File: config.mk
export PLATFORM = sky130hd
export DESIGN_NAME = axi_burst_master
export DESIGN_NICKNAME = d
export VERILOG_FILES = /design/src/rtl/axi_master_pkg.sv /design/src/rtl/axi_master_perf.sv /design/src/rtl/axi_burst_master.sv
export SDC_FILE = /design/constraint.sdc
export NUM_CORES = 1
export LEC_CHECK = 0
export ABC_CLOCK_PERIOD_IN_PS = 4100
export BUFFER_PORTS_ARGS = -buffer_cell sky130_fd_sc_hd__buf_4
export CAP_MARGIN = 20
export CORE_AREA = 8 8 108 110
export CTS_BUF_LIST = sky130_fd_sc_hd__clkbuf_2 sky130_fd_sc_hd__clkbuf_4 sky130_fd_sc_hd__clkbuf_8
export DETAILED_ROUTE_END_ITERATION = 7
export DIE_AREA = 0 0 116 118
export GPL_ROUTABILITY_DRIVEN = 1
export PLACE_DENSITY = 0.79
export REMOVE_ABC_BUFFERS = 1
export SYNTH_ARGS = -nofsm -noshare
export SYNTH_HDL_FRONTEND = slang
export SYNTH_SLANG_ARGS = --single-unit
File: constraint.sdc
create_clock -name ACLK -period 4.1 [get_ports ACLK]
set_input_delay 0.82 -clock ACLK [delete_from_list [all_inputs] [get_ports ACLK]]
set_output_delay 0.82 -clock ACLK [all_outputs]
set_load 0.005 [all_outputs]
File: src/rtl/axi_master_pkg.sv
// Shared types and constants for the AXI4 burst master.
// The perf counter option is enabled by defining AXI_MASTER_PERF_CNT_EN.
package axi_master_pkg;

    typedef enum logic [2:0] {
        ST_IDLE  = 3'd0,
        ST_RADDR = 3'd1,
        ST_RDATA = 3'd2,
        ST_WADDR = 3'd3,
        ST_WDATA = 3'd4,
        ST_WRESP = 3'd5
    } state_e;

    localparam logic [1:0] BURST_INCR  = 2'b01;
    localparam logic [1:0] RESP_OKAY   = 2'b00;
    localparam logic [1:0] RESP_EXOKAY = 2'b01;
    localparam logic [1:0] RESP_SLVERR = 2'b10;
    localparam logic [1:0] RESP_DECERR = 2'b11;

    // One-cycle event strobes feeding the optional perf counters.
    typedef struct packed {
        logic rd_beat;
        logic wr_beat;
        logic stall;
    } perf_evt_t;

    // AxSIZE encoding: log2 of the bytes per beat.
    function automatic logic [2:0] size_of(input int data_w);
        logic [2:0] s;
        s = 3'd0;
        for (int i = 0; i < 8; i++)
            if ((8 << i) == data_w) s = 3'(i);
        return s;
    endfunction

endpackage

File: src/rtl/axi_master_perf.sv
// Saturating beat/stall counters for axi_burst_master.
// Only elaborated when AXI_MASTER_PERF_CNT_EN is defined.
`ifdef AXI_MASTER_PERF_CNT_EN
module axi_master_perf
    import axi_master_pkg::*;
(
    input  logic        ACLK,
    input  logic        ARESETn,
    input  perf_evt_t   evt,
    output logic [31:0] perf_rd_beats,
    output logic [31:0] perf_wr_beats,
    output logic [31:0] perf_stall
);

    always_ff @(posedge ACLK or posedge ARESETn) begin
        if (ARESETn) begin
            perf_rd_beats <= '0;
            perf_wr_beats <= '0;
            perf_stall    <= '0;
        end else begin
            if (evt.rd_beat && perf_rd_beats != '1) perf_rd_beats <= perf_rd_beats + 32'd1;
            if (evt.wr_beat && perf_wr_beats != '1) perf_wr_beats <= perf_wr_beats + 32'd1;
            if (evt.stall   && perf_stall    != '1) perf_stall    <= perf_stall    + 32'd1;
        end
    end

endmodule
`endif

File: src/rtl/axi_burst_master.sv
// AXI4 INCR burst master: request/stream side to a single AXI master port.
// Define AXI_MASTER_PERF_CNT_EN to add the perf_* counter outputs.
module axi_burst_master
    import axi_master_pkg::*;
#(
    parameter int C_ID   = 0,
    parameter int ID_W   = 4,
    parameter int ADDR_W = 32,
    parameter int DATA_W = 32,
    parameter int LEN_W  = 4
) (
    input  logic                  ACLK,
    input  logic                  ARESETn,
    input  logic                  req_valid,
    output logic                  req_ready,
    input  logic                  req_write,
    input  logic [ADDR_W-1:0]     req_addr,
    input  logic [LEN_W-1:0]      req_len,
    input  logic                  wr_valid,
    output logic                  wr_ready,
    input  logic [DATA_W-1:0]     wr_data,
    input  logic [DATA_W/8-1:0]   wr_strb,
    output logic                  rd_valid,
    input  logic                  rd_ready,
    output logic [DATA_W-1:0]     rd_data,
    output logic                  rd_last,
    output logic                  done,
    output logic                  err,
    output logic [ID_W-1:0]       M_AWID,
    output logic [ADDR_W-1:0]     M_AWADDR,
    output logic [LEN_W-1:0]      M_AWLEN,
    output logic [2:0]            M_AWSIZE,
    output logic [1:0]            M_AWBURST,
    output logic                  M_AWVALID,
    input  logic                  M_AWREADY,
    output logic [DATA_W-1:0]     M_WDATA,
    output logic [DATA_W/8-1:0]   M_WSTRB,
    output logic                  M_WLAST,
    output logic                  M_WVALID,
    input  logic                  M_WREADY,
    input  logic [ID_W-1:0]       M_BID,
    input  logic [1:0]            M_BRESP,
    input  logic                  M_BVALID,
    output logic                  M_BREADY,
    output logic [ID_W-1:0]       M_ARID,
    output logic [ADDR_W-1:0]     M_ARADDR,
    output logic [LEN_W-1:0]      M_ARLEN,
    output logic [2:0]            M_ARSIZE,
    output logic [1:0]            M_ARBURST,
    output logic                  M_ARVALID,
    input  logic                  M_ARREADY,
    input  logic [ID_W-1:0]       M_RID,
    input  logic [DATA_W-1:0]     M_RDATA,
    input  logic [1:0]            M_RRESP,
    input  logic                  M_RLAST,
    input  logic                  M_RVALID,
    output logic                  M_RREADY
`ifdef AXI_MASTER_PERF_CNT_EN
    ,
    output logic [31:0]           perf_rd_beats,
    output logic [31:0]           perf_wr_beats,
    output logic [31:0]           perf_stall
`endif
);

    localparam logic [2:0]      AX_SIZE = size_of(DATA_W);
    localparam logic [ID_W-1:0] MY_ID   = ID_W'(C_ID);

    state_e            state;
    logic [ADDR_W-1:0] addr_q;
    logic [LEN_W-1:0]  len_q;
    logic [LEN_W-1:0]  cnt;
    logic              err_q;

    logic last_beat, w_hs, r_hs, b_err, r_err, r_end, r_mismatch;

    assign last_beat  = (cnt == len_q);
    assign w_hs       = M_WVALID & M_WREADY;
    assign r_hs       = M_RVALID & M_RREADY;
    assign b_err      = (M_BRESP != RESP_OKAY) | (M_BID != MY_ID);
    assign r_err      = (M_RRESP != RESP_OKAY) | (M_RID != MY_ID);
    assign r_end      = M_RLAST | last_beat;
    assign r_mismatch = M_RLAST ^ last_beat;

    // The reset term keeps req_ready low while reset is held even though state is IDLE.
    assign req_ready = (state == ST_IDLE) & ~ARESETn;

    assign M_AWID    = MY_ID;
    assign M_AWADDR  = addr_q;
    assign M_AWLEN   = len_q;
    assign M_AWSIZE  = AX_SIZE;
    assign M_AWBURST = BURST_INCR;
    assign M_ARID    = MY_ID;
    assign M_ARADDR  = addr_q;
    assign M_ARLEN   = len_q;
    assign M_ARSIZE  = AX_SIZE;
    assign M_ARBURST = BURST_INCR;

    // Data channels are straight pass-throughs, gated by the owning state.
    assign M_WVALID = (state == ST_WDATA) & wr_valid;
    assign wr_ready = (state == ST_WDATA) & M_WREADY;
    assign M_WDATA  = wr_data;
    assign M_WSTRB  = wr_strb;
    assign M_WLAST  = last_beat;
    assign M_BREADY = (state == ST_WRESP);
    assign rd_valid = (state == ST_RDATA) & M_RVALID;
    assign M_RREADY = (state == ST_RDATA) & rd_ready;
    assign rd_data  = M_RDATA;
    assign rd_last  = last_beat;

    always_ff @(posedge ACLK or posedge ARESETn) begin
        if (ARESETn) begin
            state     <= ST_IDLE;
            addr_q    <= '0;
            len_q     <= '0;
            cnt       <= '0;
            err_q     <= 1'b0;
            M_AWVALID <= 1'b0;
            M_ARVALID <= 1'b0;
            done      <= 1'b0;
            err       <= 1'b0;
        end else begin
            done <= 1'b0;
            err  <= 1'b0;
            case (state)
                ST_IDLE: begin
                    if (req_valid) begin
                        addr_q <= req_addr;
                        len_q  <= req_len;
                        cnt    <= '0;
                        err_q  <= 1'b0;
                        if (req_write) begin
                            state     <= ST_WADDR;
                            M_AWVALID <= 1'b1;
                        end else begin
                            state     <= ST_RADDR;
                            M_ARVALID <= 1'b1;
                        end
                    end
                end
                ST_WADDR: begin
                    if (M_AWREADY) begin
                        M_AWVALID <= 1'b0;
                        state     <= ST_WDATA;
                    end
                end
                ST_RADDR: begin
                    if (M_ARREADY) begin
                        M_ARVALID <= 1'b0;
                        state     <= ST_RDATA;
                    end
                end
                ST_WDATA: begin
                    if (w_hs) begin
                        if (last_beat) state <= ST_WRESP;
                        else           cnt   <= cnt + LEN_W'(1);
                    end
                end
                ST_WRESP: begin
                    if (M_BVALID) begin
                        err_q <= err_q | b_err;
                        err   <= err_q | b_err;
                        done  <= 1'b1;
                        state <= ST_IDLE;
                    end
                end
                ST_RDATA: begin
                    if (r_hs) begin
                        // Early RLAST or a missing RLAST both end the burst but flag an error.
                        err_q <= err_q | r_err | (r_end & r_mismatch);
                        if (r_end) begin
                            err   <= err_q | r_err | r_mismatch;
                            done  <= 1'b1;
                            state <= ST_IDLE;
                        end else begin
                            cnt <= cnt + LEN_W'(1);
                        end
                    end
                end
                default: state <= ST_IDLE;
            endcase
        end
    end

`ifdef AXI_MASTER_PERF_CNT_EN
    perf_evt_t perf_evt;

    assign perf_evt.rd_beat = r_hs;
    assign perf_evt.wr_beat = w_hs;
    assign perf_evt.stall   = (M_AWVALID & ~M_AWREADY) | (M_ARVALID & ~M_ARREADY)
                            | (M_WVALID & ~M_WREADY) | (M_RREADY & ~M_RVALID);

    axi_master_perf u_perf (
        .ACLK          (ACLK),
        .ARESETn       (ARESETn),
        .evt           (perf_evt),
        .perf_rd_beats (perf_rd_beats),
        .perf_wr_beats (perf_wr_beats),
        .perf_stall    (perf_stall)
    );
`endif

endmodule

==> results.sh <==
export IMPL_slowest_delay_ns=0.61
export IMPL_n_fill_cell=1004
export IMPL_gp_congestion=0.8612
export IMPL_fin_crit_sh_pct=62.60
export IMPL_ys_flop_type="dfrtp_1"
export IMPL_cts_buffers_inserted=5
export IMPL_hold_path_class="in2async"
export IMPL_worstPathRequired_ns=3.28
export IMPL_synth_seq_area_share_pct=37.88
export IMPL_worst_pin_slew_ns=1.023
export IMPL_setup_tns_final_ns=0
export IMPL_async_flop_share_pct=100.0
export IMPL_groute_usage_overall_pct=19.77
export IMPL_grt_pass1_vias=2468
export IMPL_synthCells=307
export IMPL_fin_area_sq_mm=0.003611
export IMPL_drt_iter0_markers=91
export IMPL_avgSynthCellArea_sq_um=10.33
export IMPL_power_leakage_nw=1.748
export IMPL_drv_cap=0
export IMPL_grt_pass1_wl_mm=18.84
export IMPL_cts_resized=0
export IMPL_cts_sinks=48
export IMPL_rsz0062_at_grt="no"
export IMPL_row_count=37
export IMPL_vias=2269
export IMPL_crit_path_start_kind="flip-flop"
export IMPL_cp_slowest_cell="dfrtp_1"
export IMPL_core_area_sq_mm=0.01000
export IMPL_grt_max_degree=49
export IMPL_postRouteAntennaNets=0
export IMPL_final_common_cell="buf_4"
export IMPL_grt_ovfl_total=0
export IMPL_relSlewSlack_pct=31.64
export IMPL_critPathTopFamily="simple AND/OR/NAND/NOR gates"
export IMPL_clock_latency_ns=0.30
export IMPL_antenna_cells=0
export IMPL_hold_violations=0
export IMPL_worstSetupPathType="reg2out"
export IMPL_drive_gt1_share_pct=55.23
export IMPL_status="completed"
export IMPL_slew_violations=0
export IMPL_cp_end_kind="output port"
export IMPL_cts_root_buffer="clkbuf_8"
export IMPL_synth_area_sq_mm=0.003171
export IMPL_dp_hpwl_mm=12.10
export IMPL_path_buf_inv=1
export IMPL_setup_viol=0
export IMPL_skew_ns=0.004086
export IMPL_cp_arrival_ns=1.75
export IMPL_dpl_cell_area_sq_mm=0.003500
export IMPL_numPortBuffers=143
export IMPL_chipWidth_um=116
export IMPL_drc=0
export IMPL_htreeDepth=2
export IMPL_via_per_inst=4.727
export IMPL_synth_edf_count=0
export IMPL_cellPowerDensity_mw_per_mm2=717.2
export IMPL_timing_fmax_mhz=389.6
export IMPL_cts_tree="built"
export IMPL_die_h_um=118
export IMPL_drt_wl_total_mm=14.00
export IMPL_cts_hold_buf=0
export IMPL_clk_pin_slew_ns=0.10
export IMPL_post_cts_buffers=0
export IMPL_io_pins=298
export IMPL_wl_per_cell_um=29.16
export IMPL_ir_worst_vdd_uv=319.9
export IMPL_die_area_sq_mm=0.01369
export IMPL_antenna_found_initial=0
export IMPL_yosysUniqueCellTypes=42
export IMPL_crit_chain="nor3b_1, and2_1, buf_4"
export IMPL_ys_warnings_count=0
export IMPL_start_util_pct=31.71
export IMPL_fin_crit_ns=2.567
export IMPL_synth_seq_cells=48
export IMPL_dr_pass1_iters=4
export IMPL_layout_common_cells="143 x buf_4, 48 x dfrtp_1, 33 x mux2_2"
export IMPL_finalNetCount=473
export IMPL_crit_fanout=18
export IMPL_clock_path_buffers=2
export IMPL_area_growth_pct=13.89
## state kept, by name (all words and copies together), names as in the netlist
name and cells:
state 3, M_AWVALID 1, cnt 4, M_ARADDR 32, M_ARLEN 4, done 1, err_q 1, err 1
M_ARVALID 1
## layer usage
metal	global-route usage, %	vias to the layer above	routed length (um)
met5	8.235	-	140
met4	3.082	4	148
met3	28.73	11	4412
met2	27.37	281	5627
met1	15.15	1015	3667
li1	-	958	-
## cell families after synthesis
logic type,count (synthesis),synth area share [%]
AOI/OAI and AO/OA,23,5.565
DFF,48,37.88
and+or+nand+nor,45,7.853
adders and majority gates,2,0.7891
muxes,41,14.52
buffers and inverters,142,32.04
xor gates and xnor gates,4,1.105
other,2,0.2369
## report_power, final
part | total (mW) | switching, mW | internal [mW]
Clock | 0.300 | 0.177 | 0.123
Combinational | 1.33 | 0.495 | 0.837
Sequential | 0.958 | 0.255 | 0.703
Total | 2.59 | 0.928 | 1.66
## through the flow
stage               setup slack [ns]  total power [mW]  utilization [%]  std cells  hold WS [ns]
floorplan                      2.114             1.484                -        192        0.4896
global placement               1.745             2.276            35.00        471        0.5056
detailed placement             1.704             2.312            35.00        471        0.5125
CTS                            1.514             2.621            35.91        479        0.5469
global route                   1.389             2.780            36.11        480        0.5390
finish                         1.533             2.590            36.11        480        0.5237
## cells in the mapped netlist, drive strengths merged, types with 3 or more instances
cell,count,area (sq um)
inv,11,41.29
a21oi,5,25.02
nand2,11,41.29
nand3,6,30.03
dfrtp,48,1201
nor4,4,25.02
xnor2,4,35.03
mux2,37,420.4
mux2i,4,40.04
buf,130,970.9
nor2,6,30.03
nand2b,3,18.77
and2,4,25.02
## cell type report
type                    count  area [sq um]  share of cell area, %
repair buffers            144          1094                  30.28
multi-input cells         133          1013                  28.07
clock inverters             3         22.52                 0.6237
flip-flops and latches     48          1201                  33.26
inverters                  11         41.29                  1.143
clock buffers               5         68.82                  1.906
well taps                 136         170.2                  4.712
## worst paths after layout
check	endpoint	from	cells past startpoint	slack, ns
worst max-delay path	M_RREADY	state[0]	3	1.53
worst min-delay path	state[0]	ARESETn	2	0.52
worst max register to register	M_ARADDR[22]	state[2]	4	1.88
worst min register to register	M_ARVALID	M_ARVALID	2	0.54
max in group asynchronous	M_ARADDR[31]	ARESETn	3	3.06
min in group ACLK	M_ARVALID	M_ARVALID	2	0.54
Note: power is estimated with default switching activity, not from simulation.
